File: src/rtl/ram_port_arbiter.sv
// ram_port_arbiter: request/grant/ack front end that shares one single-port
// RAM between the CPU path (A) and the boot loader (B), with a B lock.
module ram_port_arbiter #(
    parameter int ADDR_W     = 6,
    parameter int DATA_W     = 16,
    parameter bit B_PRIORITY = 1'b1
) (
    input  logic              clk,
    input  logic              rst,
    input  logic              ce,
    input  logic              a_req,
    input  logic              a_rw,
    input  logic [ADDR_W-1:0] a_adr,
    input  logic [DATA_W-1:0] a_din,
    output logic              a_gnt,
    output logic              a_ack,
    input  logic              b_req,
    input  logic              b_rw,
    input  logic [ADDR_W-1:0] b_adr,
    input  logic [DATA_W-1:0] b_din,
    input  logic              b_lock,
    output logic              b_gnt,
    output logic              b_ack,
    output logic [DATA_W-1:0] rd_data,
    output logic              busy,
    output logic [ADDR_W-1:0] ram_adr,
    output logic [DATA_W-1:0] ram_in,
    output logic              ram_rw,
    output logic              ram_enable,
    input  logic [DATA_W-1:0] ram_out
);

    typedef enum logic [1:0] {
        IDLE,
        ACCESS,
        WAIT,
        DONE
    } state_t;

    state_t state, state_nx;

    logic owner_b, owner_nx;
    logic last_b, last_nx;
    logic lock_b, lock_nx;
    logic rw_q, rw_nx;
    logic [ADDR_W-1:0] adr_q, adr_nx;
    logic [DATA_W-1:0] din_q, din_nx;
    logic [DATA_W-1:0] rd_q, rd_nx;

    logic a_ok;
    logic pick_a;
    logic pick_b;

    // A is shut out entirely while B holds the lock, even if B is idle
    always_comb begin
        a_ok   = a_req && !(lock_b && b_lock);
        pick_a = 1'b0;
        pick_b = 1'b0;
        if (b_req && a_ok) begin
            if (B_PRIORITY) begin
                pick_b = 1'b1;
            end else begin
                pick_b = !last_b;
                pick_a = last_b;
            end
        end else begin
            pick_a = a_ok;
            pick_b = b_req;
        end
    end

    always_comb begin
        state_nx = state;
        owner_nx = owner_b;
        last_nx  = last_b;
        lock_nx  = lock_b;
        rw_nx    = rw_q;
        adr_nx   = adr_q;
        din_nx   = din_q;
        rd_nx    = rd_q;
        if (ce) begin
            unique case (state)
                IDLE: begin
                    if (!b_lock) lock_nx = 1'b0;
                    if (pick_b) begin
                        state_nx = ACCESS;
                        owner_nx = 1'b1;
                        rw_nx    = b_rw;
                        adr_nx   = b_adr;
                        din_nx   = b_din;
                        if (b_lock) lock_nx = 1'b1;
                    end else if (pick_a) begin
                        state_nx = ACCESS;
                        owner_nx = 1'b0;
                        rw_nx    = a_rw;
                        adr_nx   = a_adr;
                        din_nx   = a_din;
                    end
                end
                ACCESS: begin
                    state_nx = WAIT;
                end
                WAIT: begin
                    if (!rw_q) rd_nx = ram_out;
                    state_nx = DONE;
                end
                DONE: begin
                    last_nx  = owner_b;
                    state_nx = IDLE;
                end
                default: begin
                    state_nx = IDLE;
                end
            endcase
        end
    end

    always_ff @(posedge clk) begin
        if (rst) begin
            state   <= IDLE;
            owner_b <= 1'b0;
            last_b  <= 1'b1;
            lock_b  <= 1'b0;
            rw_q    <= 1'b0;
            adr_q   <= '0;
            din_q   <= '0;
            rd_q    <= '0;
        end else begin
            state   <= state_nx;
            owner_b <= owner_nx;
            last_b  <= last_nx;
            lock_b  <= lock_nx;
            rw_q    <= rw_nx;
            adr_q   <= adr_nx;
            din_q   <= din_nx;
            rd_q    <= rd_nx;
        end
    end

    // write strobe is only presented while the RAM is enabled
    assign busy       = (state != IDLE);
    assign a_gnt      = busy && !owner_b;
    assign b_gnt      = busy && owner_b;
    assign a_ack      = (state == DONE) && !owner_b;
    assign b_ack      = (state == DONE) && owner_b;
    assign ram_enable = (state == ACCESS);
    assign ram_rw     = rw_q && (state == ACCESS);
    assign ram_adr    = adr_q;
    assign ram_in     = din_q;
    assign rd_data    = rd_q;

endmodule

File: config.mk
export PLATFORM = sky130hd
export DESIGN_NAME = ram_port_arbiter
export DESIGN_NICKNAME = d
export VERILOG_FILES = /design/src/rtl/ram_port_arbiter.sv
export SDC_FILE = /design/constraint.sdc
export NUM_CORES = 1
export LEC_CHECK = 0
export CORE_AREA = 2 2 73 75
export CTS_CLUSTER_SIZE = 12
export DETAILED_ROUTE_END_ITERATION = 8
export DIE_AREA = 0 0 75 77
export PLACE_DENSITY_LB_ADDON = 0.1
export SYNTH_ARGS = -nofsm -noshare
export SYNTH_HDL_FRONTEND = slang
export SYNTH_SLANG_ARGS = --single-unit
File: constraint.sdc
create_clock -name clk -period 2.55 [get_ports clk]
set_clock_uncertainty 0.05 [all_clocks]
set_input_delay 0.51 -clock clk [delete_from_list [all_inputs] [get_ports clk]]
set_output_delay 0.51 -clock clk [all_outputs]
set_load 0.005 [all_outputs]
==> results.json <==
{
  "status": "completed",
  "clock_tree.htree_level_count": 2,
  "grt_pass1_vias": 1888,
  "cts_inserted_buffers": 5,
  "setup_violations": 0,
  "synth_edf_count": 0,
  "ios": 113,
  "tns_ps": 0,
  "nNetsFinal": 411,
  "syn_nets": 308,
  "fmaxAchievable_mhz": 443,
  "clk_latency_ps": 290,
  "drc": 0,
  "grt_use_total_pct": 18.6,
  "path_clk_slew_ps": 80,
  "synth.distinct_cells": 27,
  "synthTopCellsByArea": "dfxtp_1, mux2i_1, a21oi_1",
  "min_period_ps": 2260,
  "critPathRequiredTime_ps": 1990,
  "port-buffer-count": 112,
  "hold_end": "rd_data[9]$_SDFFE_PP0P_",
  "post_cts_resize_count": 0,
  "postSynthAreaPerCell_sq_um": 8.50,
  "wl_mm": 5.08,
  "fp.coreArea_sq_um": 4980,
  "tightest_slew_ps": 564,
  "detail_route.wl_per_cell_microns": 12.4,
  "r2r-end": "ram_adr[2]$_SDFFE_PP0P_",
  "rows": 26,
  "post_cts.repair.setup_buffers": 0,
  "netlist_instances": 236,
  "dr.first_iter.drc_count": 57,
  "ys_seq_elements": 43,
  "grt_pass1_wl_mm": 8.45,
  "vias": 1987,
  "synth-seq-area-share_pct": 42.9,
  "netlist.top_cell.by_area": "dfxtp_1",
  "r2r_cells": 6,
  "yosys.area.top_type_share_pct": 42.9,
  "die-area_sq_um": 5780,
  "path_delay_family": "buffers and inverters",
  "criticalPathCategory": "reg2out",
  "drv_slew": 0,
  "slowest_stage": "clkdlybuf4s50_1",
  "synthArstFlopShare_pct": 0,
  "ant_nets": 0,
  "cp.arrival_ps": 1700,
  "overflow": 0,
  "leakage_nw": 1.22,
  "whs_path_depth": 2,
  "place_congestion": 0.706,
  "total_power_mw": 1.72,
  "cap_violations": 0,
  "holdBufCountCts": 0,
  "die_h_microns": 77,
  "r2r_setup_slack_ps": 770,
  "antenna_found_initial": 0,
  "path_buf_inv": 2,
  "cp-start-kind": "flop",
  "crit_chain": "inv_1 -> ha_1 -> nor2b_1 -> clkdlybuf4s50_1",
  "hold_viol_final": 0,
  "area_growth_pct": 63.7,
  "fin_crit_sh_pct": 88.6,
  "ys_warn_count": 0,
  "initial_core_util_pct": 40.3,
  "hold_class": "reg2reg",
  "power_density_nw_per_um2": 523,
  "drt_first_pass_iters": 4,
  "timing.rr.start": "state[0]$_SDFFE_PP0P_",
  "viasPerCell": 4.85,
  "cp_max_fo": 8,
  "max_slew_margin_pct": 62.3,
  "clockBufferDepth": 2,
  "cp-end-kind": "primary output",
  "hpwl_mm": 3.71,
  "drive_gt1_share_pct": 4.41,
  "whs_ps": 406,
  "rsz0062_at_grt": "no",
  "netlist_area_sq_um": 2010,
  "n_antenna_cell": 0,
  "hp-start": "rd_data[9]$_SDFFE_PP0P_",
  "die_w_microns": 75,
  "vdd.ir_drop.worst_mv": 0.278,
  "cts_tree": "built",
  "synth_ff_type": "dfxtp_1",
  "cts-root-buf": "clkbuf_8",
  "grt_max_degree": 48,
  "max_stage_delay_ps": 510,
  "clock_sinks": 43
}
[state kept, by name (all words and copies together), names as in the netlist]
register and cells:
rw_q 1, state 2, ram_adr 6, rd_data 16, lock_b 1, owner_b 1, ram_in 16
[cell usage in the layout (no fill, tap or decap), types with 3 or more instances in the layout]
master | Yosys | layout
clkdlybuf4s50_1 | 0 | 112
dfxtp_1 | 43 | 43
a21oi_1 | 40 | 40
nand2_1 | 33 | 33
mux2i_1 | 24 | 24
or3_1 | 23 | 23
o21ai_1 | 19 | 19
buf_4 | 2 | 6
o21ai_0 | 5 | 5
clkbuf_8 | 0 | 5
ha_1 | 4 | 4
inv_1 | 3 | 3
nor2_1 | 3 | 3
[how the worst max path moves through the flow]
stage	startpoint	cells past startpoint	slack [ps]	to
3_5_place_dp	ce	5	360	ram_adr[2]$_SDFFE_PP0P_
6_report	state[1]$_SDFFE_PP0P_	4	290	b_gnt
2_1_floorplan	ce	6	880	ram_adr[0]$_SDFFE_PP0P_
4_1_cts	state[0]$_SDFFE_PP0P_	4	270	b_gnt
3_3_place_gp	ce	5	410	ram_in[3]$_SDFFE_PP0P_
5_1_grt	state[0]$_SDFFE_PP0P_	4	170	b_gnt
[where the power goes]
part	leakage [nW]	internal, mW	switching (mW)
sequential	0.350	0.710	0.0212
combinational	0.806	0.228	0.133
clock	0.0654	0.391	0.232
total	1.22	1.33	0.386
[metrics by stage]
| step | setup WS (ps) | cell area (sq um) | util (%) | instances |
|---|---|---|---|---|
| floorplan | 885 | 2010 | - | 236 |
| global placement | 409 | 3150 | 63.3 | 402 |
| detailed placement | 361 | 3150 | 63.3 | 402 |
| CTS | 275 | 3280 | 66.0 | 410 |
| global route | 173 | 3280 | 66.0 | 410 |
| finish | 292 | 3280 | 66.0 | 410 |
[cells in the mapped netlist, types with 3 or more instances]
cell type	instances
o21ai_1	19
buf_2	4
nor2_1	3
buf_6	4
dfxtp_1	43
or3_1	23
mux2i_1	24
clkbuf_1	12
inv_1	3
o21ai_0	5
a21oi_1	40
nand2_1	33
ha_1	4
[worst register-to-register path, delay by kind of cell (launching register included)]
family                     cells  cell delay, ps
AOI/OAI and AO/OA              2             320
adders and majority gates      1             330
and+or+nand+nor                1             380
DFF                            1             330
buffers and inverters          2             300
[kinds of logic after synthesis]
| kind of cell | share of synthesized area, % |
|---|---|
| mux | 12.0 |
| simple gates | 17.5 |
| fa+ha+maj | 2.50 |
| compound gates | 18.1 |
| buf+inv | 6.99 |
| flops | 42.9 |
[layer usage]
layer | share of wire [%] | track usage, % | routed length [microns] | vias to the layer above
li1 | - | - | - | 1020
met4 | 0.89 | 4.82 | 45 | 0
met3 | 9.7 | 7.88 | 495 | 5
met1 | 42 | 21.8 | 2110 | 889
met5 | 0 | 0 | 0 | -
met2 | 48 | 30.7 | 2430 | 73
[final cells by class]
class | instances | area (sq um)
fill | 451 | 1690
timing repair buffer | 119 | 1190
multi-input combinational | 167 | 1000
sequential | 43 | 861
tap | 70 | 87.6
clock buffer | 6 | 72.6
clock inverter | 2 | 60.1
inverter | 3 | 11.3
Power figures use the tool's default switching activity.
